<file path="config.mk">
export PLATFORM = sky130hd
export DESIGN_NAME = ucsbece154b_gshare_bp_flat
export DESIGN_NICKNAME = d
export VERILOG_FILES = /design/src/rtl/ucsbece154b_gshare_bp_if.sv /design/src/rtl/ucsbece154b_gshare_bp.sv /design/src/flat_wrapper.sv
export SDC_FILE = /design/constraint.sdc
export NUM_CORES = 2
export LEC_CHECK = 0
export CORE_UTILIZATION = 35
export DETAILED_ROUTE_END_ITERATION = 8
export PLACE_DENSITY = 0.48
export SLEW_MARGIN = 20
export SYNTH_ARGS = -nofsm -noshare
export SYNTH_HDL_FRONTEND = slang
export SYNTH_SLANG_ARGS = --single-unit
</file>
<file path="constraint.sdc">
create_clock -name clk -period 8.44 [get_ports clk]
set_input_delay 0.844 -clock clk [delete_from_list [all_inputs] [get_ports clk]]
set_output_delay 0.844 -clock clk [all_outputs]
set_load 0.01 [all_outputs]
</file>
<file path="src/rtl/ucsbece154b_gshare_bp_if.sv">
// Fetch-lookup and execute-update signal bundle for the gshare branch predictor.
// The predictor takes the slave modport; the datapath (or a bench) drives the master side.
interface ucsbece154b_gshare_bp_if #(
    parameter int GHR_BITS  = 6,
    parameter int RAS_DEPTH = 8
);
    localparam int RP_W = $clog2(RAS_DEPTH);

    logic [31:0]         pc_i;
    logic                fetch_adv_i;
    logic                taken_o;
    logic [31:0]         target_o;
    logic [GHR_BITS-1:0] ghr_o;
    logic [RP_W-1:0]     ras_ptr_o;

    logic                upd_valid_i;
    logic [31:0]         upd_pc_i;
    logic [1:0]          upd_type_i;
    logic                upd_taken_i;
    logic [31:0]         upd_target_i;
    logic [GHR_BITS-1:0] upd_ghr_i;
    logic [RP_W-1:0]     upd_ras_ptr_i;
    logic                upd_mispredict_i;

    modport master (
        output pc_i, fetch_adv_i,
        output upd_valid_i, upd_pc_i, upd_type_i, upd_taken_i, upd_target_i,
        output upd_ghr_i, upd_ras_ptr_i, upd_mispredict_i,
        input  taken_o, target_o, ghr_o, ras_ptr_o
    );

    modport slave (
        input  pc_i, fetch_adv_i,
        input  upd_valid_i, upd_pc_i, upd_type_i, upd_taken_i, upd_target_i,
        input  upd_ghr_i, upd_ras_ptr_i, upd_mispredict_i,
        output taken_o, target_o, ghr_o, ras_ptr_o
    );
endinterface

</file>
<file path="src/rtl/ucsbece154b_gshare_bp.sv">
// Gshare predictor: tagged direct-mapped BTB with entry types, PC^GHR indexed PHT,
// speculative GHR with checkpoint restore. Define RAS_EN to add a circular return stack.
module ucsbece154b_gshare_bp #(
    parameter int BTB_ENTRIES = 32,
    parameter int TAG_BITS    = 8,
    parameter int GHR_BITS    = 6,
    parameter int CTR_BITS    = 2,
    parameter int RAS_DEPTH   = 8
) (
    input  logic                     clk,
    input  logic                     reset_ni,
    ucsbece154b_gshare_bp_if.slave   bus
);
    localparam int IDX   = $clog2(BTB_ENTRIES);
    localparam int RP_W  = $clog2(RAS_DEPTH);
    localparam int PHT_N = 1 << GHR_BITS;

    localparam logic [1:0] T_BR   = 2'd0;
    localparam logic [1:0] T_JMP  = 2'd1;
    localparam logic [1:0] T_CALL = 2'd2;
    localparam logic [1:0] T_RET  = 2'd3;

    localparam logic [CTR_BITS-1:0] CTR_ONE = {{(CTR_BITS-1){1'b0}}, 1'b1};
    localparam logic [CTR_BITS-1:0] CTR_WNT = {1'b0, {(CTR_BITS-1){1'b1}}};

    function automatic logic [CTR_BITS-1:0] sat_inc(input logic [CTR_BITS-1:0] c);
        return (&c) ? c : c + CTR_ONE;
    endfunction

    function automatic logic [CTR_BITS-1:0] sat_dec(input logic [CTR_BITS-1:0] c);
        return (c == '0) ? c : c - CTR_ONE;
    endfunction

    logic [BTB_ENTRIES-1:0] btb_valid;
    logic [TAG_BITS-1:0]    btb_tag    [BTB_ENTRIES];
    logic [1:0]             btb_type   [BTB_ENTRIES];
    logic [31:0]            btb_target [BTB_ENTRIES];
    logic [CTR_BITS-1:0]    pht        [PHT_N];
    logic [GHR_BITS-1:0]    ghr;

    logic [IDX-1:0]      f_idx;
    logic [TAG_BITS-1:0] f_tag;
    logic [GHR_BITS-1:0] f_pidx;
    logic                f_hit;
    logic [1:0]          f_type;
    logic                f_dir;
    logic [31:0]         pc_plus4;
    logic [31:0]         ras_top;
    logic                pred_taken;
    logic [31:0]         pred_target;

    logic [IDX-1:0]      u_idx;
    logic [TAG_BITS-1:0] u_tag;
    logic [GHR_BITS-1:0] u_pidx;
    logic                u_misp;
    logic                spec_adv;

    assign f_idx    = bus.pc_i[IDX+1:2];
    assign f_tag    = bus.pc_i[IDX+TAG_BITS+1:IDX+2];
    assign f_pidx   = bus.pc_i[GHR_BITS+1:2] ^ ghr;
    assign f_hit    = btb_valid[f_idx] && (btb_tag[f_idx] == f_tag);
    assign f_type   = btb_type[f_idx];
    assign f_dir    = pht[f_pidx][CTR_BITS-1];
    assign pc_plus4 = bus.pc_i + 32'd4;

    assign u_idx    = bus.upd_pc_i[IDX+1:2];
    assign u_tag    = bus.upd_pc_i[IDX+TAG_BITS+1:IDX+2];
    assign u_pidx   = bus.upd_pc_i[GHR_BITS+1:2] ^ bus.upd_ghr_i;
    assign u_misp   = bus.upd_valid_i && bus.upd_mispredict_i;
    assign spec_adv = bus.fetch_adv_i && f_hit;

    always_comb begin
        pred_taken  = 1'b0;
        pred_target = pc_plus4;
        if (f_hit) begin
            case (f_type)
                T_BR: begin
                    pred_taken = f_dir;
                    if (f_dir) pred_target = btb_target[f_idx];
                end
                T_JMP, T_CALL: begin
                    pred_taken  = 1'b1;
                    pred_target = btb_target[f_idx];
                end
                default: begin
                    pred_taken  = 1'b1;
                    pred_target = ras_top;
                end
            endcase
        end
    end

    // Outputs are forced to the sequential fall-through while reset is held.
    assign bus.taken_o  = reset_ni && pred_taken;
    assign bus.target_o = reset_ni ? pred_target : pc_plus4;
    assign bus.ghr_o    = reset_ni ? ghr : '0;

    // A resolved mispredict restores the checkpoint and wins over the fetch-side shift.
    always_ff @(posedge clk or negedge reset_ni) begin
        if (!reset_ni) begin
            ghr <= '0;
        end else if (u_misp) begin
            if (bus.upd_type_i == T_BR) ghr <= {bus.upd_ghr_i[GHR_BITS-2:0], bus.upd_taken_i};
            else                        ghr <= bus.upd_ghr_i;
        end else if (spec_adv && (f_type == T_BR)) begin
            ghr <= {ghr[GHR_BITS-2:0], f_dir};
        end
    end

    always_ff @(posedge clk or negedge reset_ni) begin
        if (!reset_ni) begin
            for (int i = 0; i < PHT_N; i++) pht[i] <= CTR_WNT;
        end else if (bus.upd_valid_i && (bus.upd_type_i == T_BR)) begin
            pht[u_pidx] <= bus.upd_taken_i ? sat_inc(pht[u_pidx]) : sat_dec(pht[u_pidx]);
        end
    end

    always_ff @(posedge clk or negedge reset_ni) begin
        if (!reset_ni)                                   btb_valid        <= '0;
        else if (bus.upd_valid_i && bus.upd_taken_i)     btb_valid[u_idx] <= 1'b1;
    end

    always_ff @(posedge clk) begin
        if (bus.upd_valid_i && bus.upd_taken_i) begin
            btb_tag[u_idx]    <= u_tag;
            btb_type[u_idx]   <= bus.upd_type_i;
            btb_target[u_idx] <= bus.upd_target_i;
        end
    end

`ifdef RAS_EN
    localparam logic [RP_W-1:0] RP_ONE = {{(RP_W-1){1'b0}}, 1'b1};

    logic [31:0]     ras [RAS_DEPTH];
    logic [RP_W-1:0] ras_ptr;

    // Pointer addresses the next free slot; the top of stack sits one below it.
    assign ras_top       = ras[ras_ptr - RP_ONE];
    assign bus.ras_ptr_o = reset_ni ? ras_ptr : '0;

    always_ff @(posedge clk or negedge reset_ni) begin
        if (!reset_ni)                          ras_ptr <= '0;
        else if (u_misp)                        ras_ptr <= bus.upd_ras_ptr_i;
        else if (spec_adv && f_type == T_CALL)  ras_ptr <= ras_ptr + RP_ONE;
        else if (spec_adv && f_type == T_RET)   ras_ptr <= ras_ptr - RP_ONE;
    end

    always_ff @(posedge clk) begin
        if (spec_adv && (f_type == T_CALL)) ras[ras_ptr] <= pc_plus4;
    end

    logic unused_upd;
    assign unused_upd = ^bus.upd_pc_i;
`else
    assign ras_top       = btb_target[f_idx];
    assign bus.ras_ptr_o = {RP_W{1'b0}};

    logic unused_upd;
    assign unused_upd = ^{bus.upd_pc_i, bus.upd_ras_ptr_i};
`endif

endmodule

</file>
<file path="src/flat_wrapper.sv">
// flat-port wrapper written by rule: the top's interface ports become plain ports
module ucsbece154b_gshare_bp_flat 
#(
    parameter int BTB_ENTRIES = 32,
    parameter int TAG_BITS    = 8,
    parameter int GHR_BITS    = 6,
    parameter int CTR_BITS    = 2,
    parameter int RAS_DEPTH   = 8
)
  (clk, reset_ni, bus_pc_i, bus_fetch_adv_i, bus_upd_valid_i, bus_upd_pc_i, bus_upd_type_i, bus_upd_taken_i, bus_upd_target_i, bus_upd_ghr_i, bus_upd_ras_ptr_i, bus_upd_mispredict_i, bus_taken_o, bus_target_o, bus_ghr_o, bus_ras_ptr_o);
  ucsbece154b_gshare_bp_if #(.GHR_BITS(GHR_BITS), .RAS_DEPTH(RAS_DEPTH)) bus_i ();
  input  logic clk;
  input  logic reset_ni;
  input wire logic [$bits(bus_i.pc_i)-1:0] bus_pc_i;
  input wire logic [$bits(bus_i.fetch_adv_i)-1:0] bus_fetch_adv_i;
  input wire logic [$bits(bus_i.upd_valid_i)-1:0] bus_upd_valid_i;
  input wire logic [$bits(bus_i.upd_pc_i)-1:0] bus_upd_pc_i;
  input wire logic [$bits(bus_i.upd_type_i)-1:0] bus_upd_type_i;
  input wire logic [$bits(bus_i.upd_taken_i)-1:0] bus_upd_taken_i;
  input wire logic [$bits(bus_i.upd_target_i)-1:0] bus_upd_target_i;
  input wire logic [$bits(bus_i.upd_ghr_i)-1:0] bus_upd_ghr_i;
  input wire logic [$bits(bus_i.upd_ras_ptr_i)-1:0] bus_upd_ras_ptr_i;
  input wire logic [$bits(bus_i.upd_mispredict_i)-1:0] bus_upd_mispredict_i;
  output wire logic [$bits(bus_i.taken_o)-1:0] bus_taken_o;
  output wire logic [$bits(bus_i.target_o)-1:0] bus_target_o;
  output wire logic [$bits(bus_i.ghr_o)-1:0] bus_ghr_o;
  output wire logic [$bits(bus_i.ras_ptr_o)-1:0] bus_ras_ptr_o;
  assign bus_i.pc_i = bus_pc_i;
  assign bus_i.fetch_adv_i = bus_fetch_adv_i;
  assign bus_i.upd_valid_i = bus_upd_valid_i;
  assign bus_i.upd_pc_i = bus_upd_pc_i;
  assign bus_i.upd_type_i = bus_upd_type_i;
  assign bus_i.upd_taken_i = bus_upd_taken_i;
  assign bus_i.upd_target_i = bus_upd_target_i;
  assign bus_i.upd_ghr_i = bus_upd_ghr_i;
  assign bus_i.upd_ras_ptr_i = bus_upd_ras_ptr_i;
  assign bus_i.upd_mispredict_i = bus_upd_mispredict_i;
  assign bus_taken_o = bus_i.taken_o;
  assign bus_target_o = bus_i.target_o;
  assign bus_ghr_o = bus_i.ghr_o;
  assign bus_ras_ptr_o = bus_i.ras_ptr_o;
  ucsbece154b_gshare_bp #(.BTB_ENTRIES(BTB_ENTRIES), .TAG_BITS(TAG_BITS), .GHR_BITS(GHR_BITS), .CTR_BITS(CTR_BITS), .RAS_DEPTH(RAS_DEPTH)) u_core (.clk(clk), .reset_ni(reset_ni), .bus(bus_i));
endmodule
</file>
==> run metrics <==
status finished clean; initial DRC count 3,136; initial core utilization 0.354; most frequent cells in the layout 1,344 x edfxtp_1, 400 x mux4_2, 212 x nand2_1; Placed Instances 5,501; CTS tree done; Die X-Extent 419 um; Seq/Total Area, Yosys 0.731; clk_skew 0.0199 ns; area occupied by registers 44,600 um^2; Setup Buffers After CTS 0; post_cts resized 0; fin. max-slew vios 0; Max FO, Critical Path 67; Die H 419 um; max_cap viols 0; drt first pass iters 9; top post-synthesis cells by area edfxtp_1 66%, mux4_2 15%, dfrtp_1 4.2%; RePlAce Congestion 0.825; WP buf/inv 5; fin cells 5,792; initial antenna violation count 12; Top delay family on crit path buffers and inverters; DRT antenna net count 0; CTS Buf Count 163; clock period minus worst slack 6.63 ns; clk slew on worst S/H paths 0.05 ns; final period utilization 0.785; CTS Hold Bufs 0; Lkg Pwr 22.7 nW; core area 172,000 um^2; total number of vias 31,600; Most used DFF post-synth edfxtp_1; critical path depth 13; largest net degree at the start of global routing 100; slew at the pin closest to its max-slew limit 1.18 ns; Clk Tree Root Cell clkbuf_16; IO buf count 129; commonest non-fill, non-tap cell in the layout edfxtp_1; area of the multi-input gates 15,900 um^2; WL per Instance 29.8 um; number of fill cells in the layout 15,200; ys async rst share 0.110; required time of the worst setup path 7.60 ns; number of synthesized register bits 1,510; Critical Path Max Stage Delay 0.65 ns; worst r2r src u_core.btb_tag[19][1]$_DFFE_PP_; Power per Cell Area 238 nW/um^2; first-pass GRT wire length 245,000 um; final hold vios 0; Layout area overhead 15.8%; DRC viols 0; vias per inst 5.45; CTS max path bufs 3; Crit Path Category in2out; CP arrival 5.78 ns; Final Setup Violations 0; worst vdd ir 0.164 mV; Netlist cell types 69; # H-tree levels 4; overall routed net length 172,000 um; Synth Area per Inst 19.4 um^2; nets@finish 3,470; share of layout cells above drive strength 1 0.258; total power draw 16.8 mW; grt total ovfl 0; Synth top area share 0.662; Crit. End Element output port; clk_lat worst skew 0.79 ns; placed wire-length estimate 91,300 um; slew margin rel. 0.215; Worst Hold Class in2async; Total GRT Usage 0.197; vias in the first global route 33,300; worst setup path start bus_pc_i[3]; critical-path cell list buf_8 -> buf_4 -> xor2_1 -> buf_4 -> mux4_2 -> mux2i_1 -> mux2i_1 -> a21oi_1 -> a31oi_1 -> nand3_4 -> buf_4 -> mux2i_1 -> clkdlybuf4s50_1; post-synth top area cell edfxtp_1; RSZ-0062 raised after global routing no; row count 152; Yosys Warn Count 0; R2R Setup Slk 4.96 ns; reg2reg end u_core.ghr[2]$_DFFE_PN0P_; Die Area 176,000 um^2; FF-to-FF path depth 8; worst setup path end bus_target_o[9]; setup TNS 0 ns; CP startpoint kind input port; clock sink total 1,510; Max Fclk 0.151 GHz; slowest cell on the critical path clkdlybuf4s50_1; EDFF count, synth 1,344; IO Count 155; Post-Syn Area 61,000 um^2; Mapped Cells 3,136
==> kinds of logic (layout without fill, tap and decap cells) <==
family                   Yosys count  after routing  synth area share
other                              1              4         0.0000615
adder cells (fa/ha/maj)            1              1          0.000205
AO/OA/AOI/OAI                    264            264            0.0308
AND/OR/NAND/NOR                  598            598            0.0435
XOR/XNOR                          52             52           0.00790
buffers and inverters            165            508            0.0130
multiplexers                     545            545             0.173
flip-flops                      1510           1510             0.731
==> metal layers <==
metal,vias to the layer above,track usage,part of all wire
li1,13300,-,-
met2,943,0.339,0.51
met4,2,0.0435,0.018
met3,248,0.0283,0.047
met5,-,0,0.000052
met1,17100,0.264,0.42
==> where the power goes <==
| part | switching (mW) | internal, mW | total (mW) |
|---|---|---|---|
| sequential | 0.107 | 8.33 | 8.44 |
| clock | 2.98 | 4.03 | 7.01 |
| combinational | 0.779 | 0.556 | 1.34 |
==> worst min-delay path by stage <==
stage,startpoint,to,slack [ns],cells past startpoint
2_1_floorplan,u_core.btb_valid[10]$_DFFE_PN0P_,u_core.btb_valid[10]$_DFFE_PN0P_,0.43,1
3_3_place_gp,u_core.btb_valid[22]$_DFFE_PN0P_,u_core.btb_valid[22]$_DFFE_PN0P_,0.45,1
3_5_place_dp,u_core.btb_valid[15]$_DFFE_PN0P_,u_core.btb_valid[15]$_DFFE_PN0P_,0.45,1
4_1_cts,reset_ni,u_core.pht[120]$_DFFE_PN1P_,0.26,1
5_1_grt,reset_ni,u_core.pht[16]$_DFFE_PN1P_,0.30,1
6_report,reset_ni,u_core.pht[28]$_DFFE_PN1P_,0.30,1
==> cell usage after synthesis, types with 5 or more instances <==
cell type	number
nor3_1	14
buf_1	16
buf_2	70
o31ai_1	64
xnor2_1	15
dfstp_2	64
edfxtp_1	1344
mux2i_1	120
or2_2	32
a22oi_1	34
and3_1	10
o22ai_1	14
dfrtp_1	102
xor2_1	35
o211ai_1	6
a21oi_1	25
and2_1	15
nand2b_1	5
o21ai_0	5
nand4_1	14
nand2_1	212
a31oi_1	69
buf_4	12
mux4_2	400
buf_6	5
nor2_1	227
mux2_2	20
nor2b_1	12
o221ai_1	8
a211oi_1	7
clkbuf_1	57
nand3_1	36
==> flip-flops by register name (all words and copies together) (netlist names) <==
register,count
u_core.btb_target,1024
u_core.btb_tag,256
u_core.pht,128
u_core.btb_type,64
u_core.btb_valid,32
u_core.ghr,6
==> layout make-up <==
| cell class | instances | share of cell area |
|---|---|---|
| Antenna cell | 1 | 0.0000354 |
| Tap cell | 2310 | 0.0409 |
| Multi-Input combinational cell | 1463 | 0.225 |
| Clock inverter | 84 | 0.0118 |
| Clock buffer | 206 | 0.0625 |
| Inverter | 5 | 0.000284 |
| Timing Repair Buffer | 213 | 0.0276 |
| Sequential cell | 1510 | 0.632 |
==> through the flow <==
stage,util,hold WS (ns),setup slack [ns],instance area (um^2)
2_1_floorplan,-,0.434,4.10,61000
5_1_grt,0.410,0.297,1.66,70600
3_5_place_dp,0.379,0.450,1.73,65400
6_report,0.410,0.296,1.81,70600
3_3_place_gp,0.379,0.446,1.74,65400
4_1_cts,0.410,0.256,1.69,70600
No activity file was read; power rests on OpenSTA's default activity.
